**config.mk**
```make
export PLATFORM = sky130hd
export DESIGN_NAME = alu_arbiter_flat
export DESIGN_NICKNAME = d
export VERILOG_FILES = /design/src/rtl/alu_arbiter_if.sv /design/src/rtl/alu_arbiter.sv /design/src/flat_wrapper.sv
export SDC_FILE = /design/constraint.sdc
export NUM_CORES = 1
export LEC_CHECK = 0
export CORE_ASPECT_RATIO = 0.5
export CORE_MARGIN = 5
export CORE_UTILIZATION = 31
export DETAILED_ROUTE_END_ITERATION = 8
export PLACE_DENSITY = 0.9
export RECOVER_POWER = 25
export SLEW_MARGIN = 5
export SYNTH_ARGS = -nofsm -noshare
export SYNTH_HDL_FRONTEND = slang
export SYNTH_SLANG_ARGS = --single-unit
```
**constraint.sdc**
```tcl
create_clock -name clk -period 4 [get_ports clk]
set_input_delay 0.8 -clock clk [delete_from_list [all_inputs] [get_ports clk]]
set_output_delay 0.8 -clock clk [all_outputs]
set_load 0.03 [all_outputs]
```
**src/rtl/alu_arbiter_if.sv**
```systemverilog
// Bundles the request, ALU and response signals of alu_arbiter.
// slave is the arbiter's view; master is the surrounding datapath's view.
interface alu_arbiter_if #(
  parameter int unsigned WIDTH = 32
);
  logic             req0_valid;
  logic             req0_ready;
  logic [WIDTH-1:0] req0_a;
  logic [WIDTH-1:0] req0_b;
  logic [2:0]       req0_op;

  logic             req1_valid;
  logic             req1_ready;
  logic [WIDTH-1:0] req1_a;
  logic [WIDTH-1:0] req1_b;
  logic [2:0]       req1_op;

  logic [WIDTH-1:0] alu_a;
  logic [WIDTH-1:0] alu_b;
  logic [2:0]       alu_ctrl;
  logic [WIDTH-1:0] alu_result;
  logic             alu_carry;
  logic             alu_overflow;
  logic             alu_zero;
  logic             alu_negative;

  logic             rsp_valid;
  logic             rsp_ready;
  logic             rsp_id;
  logic [WIDTH-1:0] rsp_result;
  logic [3:0]       rsp_flags;
  logic             rsp_err;

  modport slave (
    input  req0_valid, req0_a, req0_b, req0_op,
    output req0_ready,
    input  req1_valid, req1_a, req1_b, req1_op,
    output req1_ready,
    output alu_a, alu_b, alu_ctrl,
    input  alu_result, alu_carry, alu_overflow, alu_zero, alu_negative,
    output rsp_valid, rsp_id, rsp_result, rsp_flags, rsp_err,
    input  rsp_ready
  );

  modport master (
    output req0_valid, req0_a, req0_b, req0_op,
    input  req0_ready,
    output req1_valid, req1_a, req1_b, req1_op,
    input  req1_ready,
    input  alu_a, alu_b, alu_ctrl,
    output alu_result, alu_carry, alu_overflow, alu_zero, alu_negative,
    input  rsp_valid, rsp_id, rsp_result, rsp_flags, rsp_err,
    output rsp_ready
  );
endinterface

```
**src/rtl/alu_arbiter.sv**
```systemverilog
// Round-robin sharing of one ALU between two requesters, with a single
// registered, backpressured, tagged response slot.
module alu_arbiter #(
  parameter int unsigned WIDTH      = 32,
  parameter bit          RESET_PRIO = 1'b0
) (
  input logic         clk,
  input logic         rst,
  alu_arbiter_if.slave bus
);

  typedef enum logic {EMPTY, FULL} state_t;

  state_t           state_q, state_d;
  logic             prio_q, prio_d;
  logic             rsp_id_q, rsp_id_d;
  logic [WIDTH-1:0] rsp_result_q, rsp_result_d;
  logic [3:0]       rsp_flags_q, rsp_flags_d;
  logic             rsp_err_q, rsp_err_d;

  logic             gnt_valid;
  logic             gnt_id;
  logic [WIDTH-1:0] sel_a;
  logic [WIDTH-1:0] sel_b;
  logic [2:0]       sel_op;
  logic             sel_legal;
  logic             slot_free;
  logic             ready0;
  logic             ready1;
  logic             accept;

  function automatic logic op_legal(input logic [2:0] op);
    case (op)
      3'b000, 3'b001, 3'b010, 3'b011, 3'b101: return 1'b1;
      default:                                return 1'b0;
    endcase
  endfunction

  always_comb begin
    gnt_valid = bus.req0_valid | bus.req1_valid;
    gnt_id    = 1'b0;
    if (bus.req0_valid && bus.req1_valid) begin
      gnt_id = prio_q;
    end else if (bus.req1_valid) begin
      gnt_id = 1'b1;
    end

    sel_a  = '0;
    sel_b  = '0;
    sel_op = 3'b000;
    if (gnt_valid) begin
      sel_a  = gnt_id ? bus.req1_a  : bus.req0_a;
      sel_b  = gnt_id ? bus.req1_b  : bus.req0_b;
      sel_op = gnt_id ? bus.req1_op : bus.req0_op;
    end
    sel_legal = op_legal(sel_op);

    bus.alu_a    = sel_a;
    bus.alu_b    = sel_b;
    bus.alu_ctrl = sel_legal ? sel_op : 3'b000;

    // rst gating keeps both readies low while reset is held.
    slot_free = (state_q == EMPTY) | bus.rsp_ready;
    ready0    = rst & slot_free & bus.req0_valid & ~gnt_id;
    ready1    = rst & slot_free & bus.req1_valid & gnt_id;
    accept    = ready0 | ready1;

    bus.req0_ready = ready0;
    bus.req1_ready = ready1;
  end

  always_comb begin
    state_d      = state_q;
    prio_d       = prio_q;
    rsp_id_d     = rsp_id_q;
    rsp_result_d = rsp_result_q;
    rsp_flags_d  = rsp_flags_q;
    rsp_err_d    = rsp_err_q;

    case (state_q)
      EMPTY: if (accept) state_d = FULL;
      FULL: begin
        if (accept) begin
          state_d = FULL;
        end else if (bus.rsp_ready) begin
          state_d = EMPTY;
        end
      end
      default: state_d = EMPTY;
    endcase

    if (accept) begin
      rsp_id_d = gnt_id;
      prio_d   = ~gnt_id;
      if (sel_legal) begin
        rsp_result_d = bus.alu_result;
        rsp_flags_d  = {bus.alu_negative, bus.alu_zero, bus.alu_carry, bus.alu_overflow};
        rsp_err_d    = 1'b0;
      end else begin
        rsp_result_d = '0;
        rsp_flags_d  = '0;
        rsp_err_d    = 1'b1;
      end
    end
  end

  always_ff @(posedge clk or negedge rst) begin
    if (!rst) begin
      state_q      <= EMPTY;
      prio_q       <= RESET_PRIO;
      rsp_id_q     <= 1'b0;
      rsp_result_q <= '0;
      rsp_flags_q  <= '0;
      rsp_err_q    <= 1'b0;
    end else begin
      state_q      <= state_d;
      prio_q       <= prio_d;
      rsp_id_q     <= rsp_id_d;
      rsp_result_q <= rsp_result_d;
      rsp_flags_q  <= rsp_flags_d;
      rsp_err_q    <= rsp_err_d;
    end
  end

  always_comb begin
    bus.rsp_valid  = (state_q == FULL);
    bus.rsp_id     = rsp_id_q;
    bus.rsp_result = rsp_result_q;
    bus.rsp_flags  = rsp_flags_q;
    bus.rsp_err    = rsp_err_q;
  end

endmodule

```
**src/flat_wrapper.sv**
```systemverilog
// flat-port wrapper written by rule: the top's interface ports become plain ports
module alu_arbiter_flat 
#(
  parameter int unsigned WIDTH      = 32,
  parameter bit          RESET_PRIO = 1'b0
)
  (clk, rst, bus_req0_valid, bus_req0_a, bus_req0_b, bus_req0_op, bus_req0_ready, bus_req1_valid, bus_req1_a, bus_req1_b, bus_req1_op, bus_req1_ready, bus_alu_a, bus_alu_b, bus_alu_ctrl, bus_alu_result, bus_alu_carry, bus_alu_overflow, bus_alu_zero, bus_alu_negative, bus_rsp_valid, bus_rsp_id, bus_rsp_result, bus_rsp_flags, bus_rsp_err, bus_rsp_ready);
  alu_arbiter_if #(.WIDTH(WIDTH)) bus_i ();
  input logic clk;
  input logic rst;
  input wire logic [$bits(bus_i.req0_valid)-1:0] bus_req0_valid;
  input wire logic [$bits(bus_i.req0_a)-1:0] bus_req0_a;
  input wire logic [$bits(bus_i.req0_b)-1:0] bus_req0_b;
  input wire logic [$bits(bus_i.req0_op)-1:0] bus_req0_op;
  output wire logic [$bits(bus_i.req0_ready)-1:0] bus_req0_ready;
  input wire logic [$bits(bus_i.req1_valid)-1:0] bus_req1_valid;
  input wire logic [$bits(bus_i.req1_a)-1:0] bus_req1_a;
  input wire logic [$bits(bus_i.req1_b)-1:0] bus_req1_b;
  input wire logic [$bits(bus_i.req1_op)-1:0] bus_req1_op;
  output wire logic [$bits(bus_i.req1_ready)-1:0] bus_req1_ready;
  output wire logic [$bits(bus_i.alu_a)-1:0] bus_alu_a;
  output wire logic [$bits(bus_i.alu_b)-1:0] bus_alu_b;
  output wire logic [$bits(bus_i.alu_ctrl)-1:0] bus_alu_ctrl;
  input wire logic [$bits(bus_i.alu_result)-1:0] bus_alu_result;
  input wire logic [$bits(bus_i.alu_carry)-1:0] bus_alu_carry;
  input wire logic [$bits(bus_i.alu_overflow)-1:0] bus_alu_overflow;
  input wire logic [$bits(bus_i.alu_zero)-1:0] bus_alu_zero;
  input wire logic [$bits(bus_i.alu_negative)-1:0] bus_alu_negative;
  output wire logic [$bits(bus_i.rsp_valid)-1:0] bus_rsp_valid;
  output wire logic [$bits(bus_i.rsp_id)-1:0] bus_rsp_id;
  output wire logic [$bits(bus_i.rsp_result)-1:0] bus_rsp_result;
  output wire logic [$bits(bus_i.rsp_flags)-1:0] bus_rsp_flags;
  output wire logic [$bits(bus_i.rsp_err)-1:0] bus_rsp_err;
  input wire logic [$bits(bus_i.rsp_ready)-1:0] bus_rsp_ready;
  assign bus_i.req0_valid = bus_req0_valid;
  assign bus_i.req0_a = bus_req0_a;
  assign bus_i.req0_b = bus_req0_b;
  assign bus_i.req0_op = bus_req0_op;
  assign bus_req0_ready = bus_i.req0_ready;
  assign bus_i.req1_valid = bus_req1_valid;
  assign bus_i.req1_a = bus_req1_a;
  assign bus_i.req1_b = bus_req1_b;
  assign bus_i.req1_op = bus_req1_op;
  assign bus_req1_ready = bus_i.req1_ready;
  assign bus_alu_a = bus_i.alu_a;
  assign bus_alu_b = bus_i.alu_b;
  assign bus_alu_ctrl = bus_i.alu_ctrl;
  assign bus_i.alu_result = bus_alu_result;
  assign bus_i.alu_carry = bus_alu_carry;
  assign bus_i.alu_overflow = bus_alu_overflow;
  assign bus_i.alu_zero = bus_alu_zero;
  assign bus_i.alu_negative = bus_alu_negative;
  assign bus_rsp_valid = bus_i.rsp_valid;
  assign bus_rsp_id = bus_i.rsp_id;
  assign bus_rsp_result = bus_i.rsp_result;
  assign bus_rsp_flags = bus_i.rsp_flags;
  assign bus_rsp_err = bus_i.rsp_err;
  assign bus_i.rsp_ready = bus_rsp_ready;
  alu_arbiter #(.WIDTH(WIDTH), .RESET_PRIO(RESET_PRIO)) u_core (.clk(clk), .rst(rst), .bus(bus_i));
endmodule
```
After elaboration in Yosys (flattened, before gate mapping)
Cells that the tools add are included.
- register bits: 40
- input port bits: 175
- output and inout bits: 108
- logic and storage cells: 40
- eq/ne operators: 4
- mux-type cells: 17
- bitwise operators: 10
- reduce and logical (&&, ||, !) cells: 3
- operators by type and width (operator ; count):
    $mux 32 ; 5
    $mux 3 ; 3
    $mux 1 ; 7
    $eq 3x2->1 const B ; 2
    $and 1x1->1 ; 5
    $reduce_or 5->1 ; 1
    $mux 4 ; 1
    $eq 3x1->1 const B ; 1
    $eq 3x3->1 const B ; 1
    $logic_not 3->1 ; 1
    $or 1x1->1 ; 3
    $not 1->1 ; 2
    $pmux 1 s2 ; 1
    $logic_and 1x1->1 ; 1

Longest topological paths before layout
Gate-level depths: netlist of run 1.
- depth in word-level cells: 8
- gate-level depth with buffers: 8

Worst setup path after synthesis of run 1
No wires, ideal clock.
- kind: input-to-output
- start point: in bus_req0_valid
- end point: out bus_alu_a[10]
- data arrival time: 2203 ps
- required time: 3200 ps
- slack: 997 ps
- cell stages on the path: 6
- cells stage by stage: buf_6 nand2b_1 and2_1 buf_4 clkbuf_1 o21ai_0
- longest elaborated chain between the ends: 4
- elaborated cells between the ends (all ways): 5
- those cells by class: mux: 3; bitwise: 1; reduce/logical: 1
- RTL lines (element ; line ; source):
    start, declared ; flat_wrapper.sv:11 ; input wire logic [$bits(bus_i.req0_valid)-1:0] bus_req0_valid;
    $logic_and 1x1->1 ; alu_arbiter.sv:42 ; if (bus.req0_valid && bus.req1_valid) begin
    $mux 1 ; alu_arbiter.sv:42 ;
    $mux 32 ; alu_arbiter.sv:52 ; sel_a = gnt_id ? bus.req1_a : bus.req0_a;
    $mux 32 * ; alu_arbiter.sv:51 ; if (gnt_valid) begin
    end, declared ; flat_wrapper.sv:21 ; output wire logic [$bits(bus_i.alu_a)-1:0] bus_alu_a;
Every way passes the cells marked *; elsewhere a longest branch is shown, timed or not.

Worst setup path after layout of run 1
- start point: in bus_req1_valid
- end point: out bus_alu_ctrl[1]
- longest elaborated chain between the ends: 8
- elaborated cells between the ends (all ways): 14
- those cells by class: eq/ne: 4; mux: 6; bitwise: 1; reduce/logical: 3
- RTL lines (element ; line ; source):
    start, declared ; flat_wrapper.sv:16 ; input wire logic [$bits(bus_i.req1_valid)-1:0] bus_req1_valid;
    $mux 1 / $logic_and 1x1->1 (equally long branches) ; alu_arbiter.sv:44, alu_arbiter.sv:42 ;
    $mux 1 ; alu_arbiter.sv:42 ;
    $mux 3 ; alu_arbiter.sv:54 ; sel_op = gnt_id ? bus.req1_op : bus.req0_op;
    $mux 3 * ; alu_arbiter.sv:51 ;
    $eq 3x1->1, or another cell as far along ; alu_arbiter.sv:33 ; case (op)
    $reduce_or 5->1 ; alu_arbiter.sv:33 ;
    $mux 1 ; alu_arbiter.sv:33 ;
    $mux 3 * ; alu_arbiter.sv:60 ; bus.alu_ctrl = sel_legal ? sel_op : 3'b000;
    end, declared ; flat_wrapper.sv:23 ; output wire logic [$bits(bus_i.alu_ctrl)-1:0] bus_alu_ctrl;
Marks and branches as above.

==> metrics.csv, run 1 <==
stage,metric,value,unit
run_status,status,finished with violations,
run_status,failing checks,"max-capacitance violations, max-slew violations",
clock_network,postcts setup bufs,0,
setup_path,crit path kind,in -> out,
place,post-detail-place hpwl,9750,um
setup_path,Worst path depth,5,
synthesis,simple-gate share of the synthesized area,31.1,%
clock_network,clock latency on the worst-skew pair,280,ps
route,WL/cell,15.7,um
sta,setup_tns,0,ps
setup_path,worst path cell trace,"clkdlybuf4s50_1, a21boi_2, a32oi_1, nor2b_1, clkdlybuf4s50_1",
clock_network,clk buf depth,2,
synthesis,Syn Area/Cell,6.56,um2
clock_network,"Clk pin slew, worst setup/hold paths",50,ps
clock_network,Root Buffer,clkbuf_16,
pwr,Int Pwr,1.23,mW
finish,"commonest non-fill, non-tap cells in the layout","231 x clkdlybuf4s50_1, 203 x nand2_1, 93 x o21ai_0",
finish,# fillers,673,
sta,crit path time final,3710,ps
synthesis,post-synthesis compound-gate area fraction,23.4,%
finish,Post-Layout Cell Count,773,
setup_path,startpoint types,primary input,
finish,FF+latch area,1000,um2
floorplanning,die area,10400,um2
pwr,clock share of power,21.8,%
pwr,Peak supply drop,282,uV
pwr,Leak,2.37,nW
synthesis,Async SR Flop Fraction,100,%
finish,"commonest non-fill, non-tap cell in the layout",clkdlybuf4s50_1,
setup_path,R2R depth,4,
synthesis,Yosys top cell by area,dfrtp_1,
finish,nets@finish,835,
synthesis,xor/xnor share of the synthesized area,0,%
synthesis,multiplexer share of the synthesized area,0.433,%
setup_path,"Largest stage delay, worst path",690,ps
sta,crit share post-route,92.8,%
place,RD Place Congestion,0.882,
route,Vias/cell,4.54,
synthesis,Yosys reg bits,40,
run,max cap viols,1,
finish,area of the multi-input gates,1430,um2
hold_path,worst hold-check path type,reg -> reg,
finish,Final Core Density,68.4,%
setup_path,most frequent CP cell,clkdlybuf4s50_1,
sta,Slew HR,-44.7,%
floorplanning,Initial Util,32.1,%
route,Post-Route WL,12200,um
clock_network,Inserted Clock Buffers,5,
route,drt initial violations,180,
place,dpl cell area,5370,um2
synthesis,sequential fraction of the synthesis area,38.5,%
global_routing,largest net degree at the start of global routing,50,
sta,Worst Skew,3.83,ps
pwr,Psw,773,uW
global_routing,first-pass GRT wire length,17700,um
global_routing,initial antenna violation count,0,
floorplanning,Core Box Area,8090,um2
sta,setup repair after global routing missed its margin,no,
setup_path,"Data required, critical path",3200,ps
sta,Final Hold Viols,0,
place,Port Buffers,282,
synthesis,Post-Syn Area,2600,um2
clock_network,CTS Sinks,40,
finish,share of cells above drive strength 1,9.83,%
global_routing,gr usage total,20.9,%
route,1st-pass router iterations,5,
floorplanning,die height,74.7,um
pwr,power per cell area,363,nW/um2
synthesis,Synth Area in Adders,0,%
sta,Worst-Margin Slew,2170,ps
synthesis,largest cells by area after synthesis,"dfrtp_1 39%, nand2_1 29%, o21ai_0 18%",
floorplanning,IO Pins,283,
finish,antenna cells,0,
route,DRC,0,
floorplanning,Die Wd,139,um
global_routing,total grt overflow,0,
sta,fmax,0.270,GHz
clock_network,post-CTS sizing,0,
pwr,Comb power frac,52.2,%
floorplanning,row count,23,
hold_path,Hold Path Depth,2,
route,via count,3512,
synthesis,largest family of logic cells by synthesized area,simple AND/OR/NAND/NOR gates,
setup_path,count of buffer and inverter cells on the critical path,2,
synthesis,synth unique cells,25,
clock_network,# hold bufs at CTS,0,
setup_path,"delay-heaviest family, CP",buffers and inverters,
setup_path,Worst EP arrival,2910,ps
synthesis,"Net Count, Synth",571,
pwr,sequential share of power,25.9,%
clock_network,H-Tree Depth,2,
global_routing,vias in the first global route,3365,
finish,"Area growth, synth to finish",113,%
finish,post-route cell area,5530,um2
synthesis,Synth Instances,396,
pwr,total power draw,2.01,mW
pwr,Sw Ratio,38.5,%
synthesis,"EDFF count, synth",0,
sta,Max Slew Vio Count,43,
clock_network,CTS tree,built,
synthesis,top_reg_cell synth,dfrtp_1,
sta,setup violators final,0,
synthesis,post-synth top area share,38.5,%
route,DRT antenna net count,0,
synthesis,Synth Warn #,0,
setup_path,Crit. End Element,primary output,
setup_path,"Slowest-stage cell, CP",clkdlybuf4s50_1,
setup_path,crit-path max FO,8,
place,Placed Cells,765,
[synthesized netlist by cell type, types with 2 or more instances]
cell,number
nand2_1,203
o21ai_0,93
dfrtp_1,40
clkbuf_1,17
buf_2,9
o21ai_1,7
buf_6,4
and2_1,3
buf_4,2
nand2b_1,2
nor2_1,2
[cell type report]
type	count	area share (%)
timing repair buffer	290	50.6
sequential	40	18.1
multi-input combinational	323	25.8
clock buffer	6	2.33
clock inverter	2	0.634
tap	112	2.53
[kinds of logic (layout without fill, tap and decap cells)]
| family | Yosys count | in the layout |
|---|---|---|
| and+or+nand+nor | 211 | 211 |
| AOI/OAI and AO/OA | 111 | 111 |
| muxes | 1 | 1 |
| buffers and inverters | 33 | 298 |
| DFF | 40 | 40 |
[state kept, by name, summed over array words and instances, names as in the netlist]
register               flops
u_core.bus.rsp_err         1
u_core.prio_q              1
u_core.bus.rsp_valid       1
u_core.bus.rsp_result     32
u_core.bus.rsp_id          1
u_core.bus.rsp_flags       4
[stage by stage]
| step | setup WS, ps | hold slack [ps] |
|---|---|---|
| after global placement | 383 | 461 |
| after detailed placement | 310 | 465 |
| after global routing | 138 | 495 |
| final | 290 | 472 |
| after CTS | 310 | 477 |
| after floorplan | 997 | 494 |
[power groups by stage]
stage	clock network, mW	registers [mW]	logic [mW]
4_1_cts	0.445	0.522	1.06
2_1_floorplan	0	0.671	0.385
5_1_grt	0.467	0.531	1.11
6_report	0.438	0.521	1.05
3_5_place_dp	0	0.527	1.06
3_3_place_gp	0	0.524	1.04
[worst paths after layout]
check	startpoint	endpoint	slack, ps
worst max-delay path	bus_req1_valid	bus_alu_ctrl[1]	290
worst min-delay path	u_core.bus.rsp_result[29]	u_core.bus.rsp_result[29]	470
worst max register to register	u_core.prio_q	u_core.bus.rsp_result[6]	1920
worst min register to register	u_core.bus.rsp_result[29]	u_core.bus.rsp_result[29]	470
max in group asynchronous	rst	u_core.bus.rsp_result[6]	1490
min in group asynchronous	rst	u_core.bus.rsp_result[0]	1270
[per-layer routing]
layer,GRT usage (%),part of all wire (%),up-vias
li1,-,-,1809
met1,23.6,38,1571
met2,42.2,55,115
met3,3.74,5.5,17
met4,4.77,1.7,0
met5,0,0,-
[worst min-delay path, cell delays in order (launching register included)]
cell and delay [ps]:
dfrtp_1 330, nand2_1 50, o21ai_0 60
(Power assumes the default switching activity.)
==> inputs of run 2 (changes only) <==
--- a/config.mk
+++ b/config.mk
@@ -6,10 +6,10 @@
 export NUM_CORES = 1
 export LEC_CHECK = 0
 export CORE_ASPECT_RATIO = 0.5
-export CORE_MARGIN = 5
+export CORE_MARGIN = 8
 export CORE_UTILIZATION = 31
 export DETAILED_ROUTE_END_ITERATION = 8
-export PLACE_DENSITY = 0.9
+export PLACE_DENSITY = 0.88
 export RECOVER_POWER = 25
 export SLEW_MARGIN = 5
 export SYNTH_ARGS = -nofsm -noshare
==> metrics.csv, run 2 (synthesis gave the netlist of run 1 again) <==
stage,metric,value,unit
setup_path,"Data required, critical path",3200,ps
global_routing,met2 GRT Util,40.1,%
global_routing,vias in the first global route,3375,
clock_network,"Clk pin slew, worst setup/hold paths",50,ps
clock_network,Root Buffer,clkbuf_16,
sta,setup repair after global routing missed its margin,no,
hold_path,worst hold-check path type,reg -> reg,
setup_path,startpoint types,primary input,
sta,crit path time final,3730,ps
setup_path,Worst EP arrival,2930,ps
route,1st-pass router iterations,5,
floorplanning,die area,11700,um2
setup_path,"Slowest-stage cell, CP",dlygate4sd3_1,
pwr,Int Pwr,1.16,mW
run_status,status,finished with violations,
clock_network,CTS Sinks,40,
clock_network,post-CTS sizing,0,
pwr,power per cell area,355,nW/um2
pwr,Leak,2.37,nW
finish,share of cells above drive strength 1,12.5,%
pwr,Psw,774,uW
sta,crit share post-route,93.3,%
setup_path,crit-path max FO,8,
finish,nets@finish,833,
floorplanning,row count,23,
clock_network,clk buf depth,2,
setup_path,reg-to-reg endpoint,u_core.bus.rsp_result[8],
place,Port Buffers,282,
global_routing,first-pass GRT wire length,19600,um
floorplanning,Initial Util,32.3,%
finish,Largest register FFs,32,
setup_path,crit path kind,in -> out,
floorplanning,Core Box Area,8060,um2
global_routing,total grt overflow,0,
sta,setup_tns,0,ps
route,via count,3551,
run,max cap viols,1,
clock_network,H-Tree Depth,2,
sta,Slew HR,-16.8,%
global_routing,met1 usage,23.7,%
route,DRT antenna net count,0,
clock_network,clock latency on the worst-skew pair,270,ps
pwr,sequential share of power,26.8,%
clock_network,# hold bufs at CTS,0,
floorplanning,die height,80.7,um
pwr,total power draw,1.93,mW
floorplanning,Die Wd,145,um
hold_path,Hold Path Sink,u_core.bus.rsp_result[29],
floorplanning,IO Pins,283,
global_routing,Top Usage Layer GRT,met2,
pwr,Peak supply drop,276,uV
setup_path,r2r setup slk,1740,ps
global_routing,met3 usage,4.49,%
place,dpl cell area,5310,um2
finish,"commonest non-fill, non-tap cell in the layout",clkdlybuf4s50_1,
pwr,Comb power frac,54.1,%
global_routing,gr usage total,20.9,%
finish,antenna cells,0,
sta,Max Slew Vio Count,39,
sta,Worst Skew,4.82,ps
finish,"commonest non-fill, non-tap cells in the layout","210 x clkdlybuf4s50_1, 203 x nand2_1, 93 x o21ai_0",
place,RD Place Congestion,0.910,
finish,Final Core Density,67.5,%
place,post-detail-place hpwl,11000,um
global_routing,initial antenna violation count,0,
sta,Worst-Margin Slew,1750,ps
global_routing,largest net degree at the start of global routing,78,
hold_path,Hold Path Depth,2,
clock_network,Inserted Clock Buffers,5,
setup_path,Crit. End Element,primary output,
run_status,failing checks,"max-capacitance violations, max-slew violations",
clock_network,CTS tree,built,
finish,"Area growth, synth to finish",109,%
pwr,clock share of power,19.1,%
sta,fmax,0.268,GHz
hold_path,hold_sp,u_core.bus.rsp_result[29],
clock_network,postcts setup bufs,0,
setup_path,worst path cell trace,"dlygate4sd3_1, a21boi_2, a32oi_1, nor2b_1, clkdlybuf4s50_1",
setup_path,R2R depth,5,
route,DRC,0,
route,WL/cell,17.5,um
route,Post-Route WL,13500,um
finish,post-route cell area,5440,um2
sta,Final Hold Viols,0,
setup_path,Reg-to-Reg Start,u_core.bus.rsp_valid,
route,drt initial violations,240,
route,Vias/cell,4.61,
sta,setup violators final,0,
setup_path,"Largest stage delay, worst path",730,ps
pwr,Sw Ratio,40.1,%
-- run 2: cell count changes in the layout (fill, tap and decap cells not counted), sizes merged --
cell           before  now
buf                53   71
bufinv              1    0
clkbuf              7    8
clkdlybuf4s50     231  210
-- run 2: metrics by stage --
| step | hold WS [ps] | cells | worst slack (ps) |
|---|---|---|---|
| floorplan | 494 | 396 | 997 |
| global placement | 459 | 763 | 408 |
| detailed placement | 469 | 763 | 359 |
| CTS | 481 | 770 | 359 |
| global route | 499 | 770 | 157 |
| finish | 473 | 770 | 270 |
-- run 2: worst max-delay path: cells and delay by family --
kind | cells | cell delay (ps)
AO/OA/AOI/OAI | 2 | 530
AND/OR/NAND/NOR | 1 | 180
buffers and inverters | 2 | 1420
-- run 2: worst max path at each step --
stage | from | endpoint | slack, ps | cells after the start
6_report | bus_req1_valid | bus_alu_ctrl[1] | 270 | 5
5_1_grt | bus_req1_valid | bus_alu_ctrl[1] | 160 | 5
4_1_cts | bus_req1_valid | bus_alu_ctrl[1] | 360 | 5
3_5_place_dp | bus_req1_valid | bus_alu_ctrl[1] | 360 | 5
3_3_place_gp | bus_req1_valid | bus_alu_ctrl[1] | 410 | 5
2_1_floorplan | bus_req0_valid | bus_alu_a[10] | 1000 | 6
-- run 2: layer usage --
metal / vias up / part of all wire [%]
met5: - / 0
li1: 1804 / -
met1: 1591 / 38
met2: 136 / 54
met4: 0 / 2.1
met3: 20 / 5.7
-- run 2: power groups by stage --
stage / logic, mW / clock network (mW) / registers, mW
2_1_floorplan: 0.385 / 0 / 0.671
3_3_place_gp: 1.04 / 0 / 0.522
3_5_place_dp: 1.05 / 0 / 0.526
4_1_cts: 1.06 / 0.377 / 0.520
5_1_grt: 1.11 / 0.398 / 0.528
6_report: 1.05 / 0.369 / 0.518
-- run 2: final cells by class --
type	count	area, um2
flip-flops and latches	40	1000
clock buffers	6	129
clock inverters	1	5.00
multi-input cells	323	1430
fillers	683	2620
well taps	112	140
repair buffers	288	2740
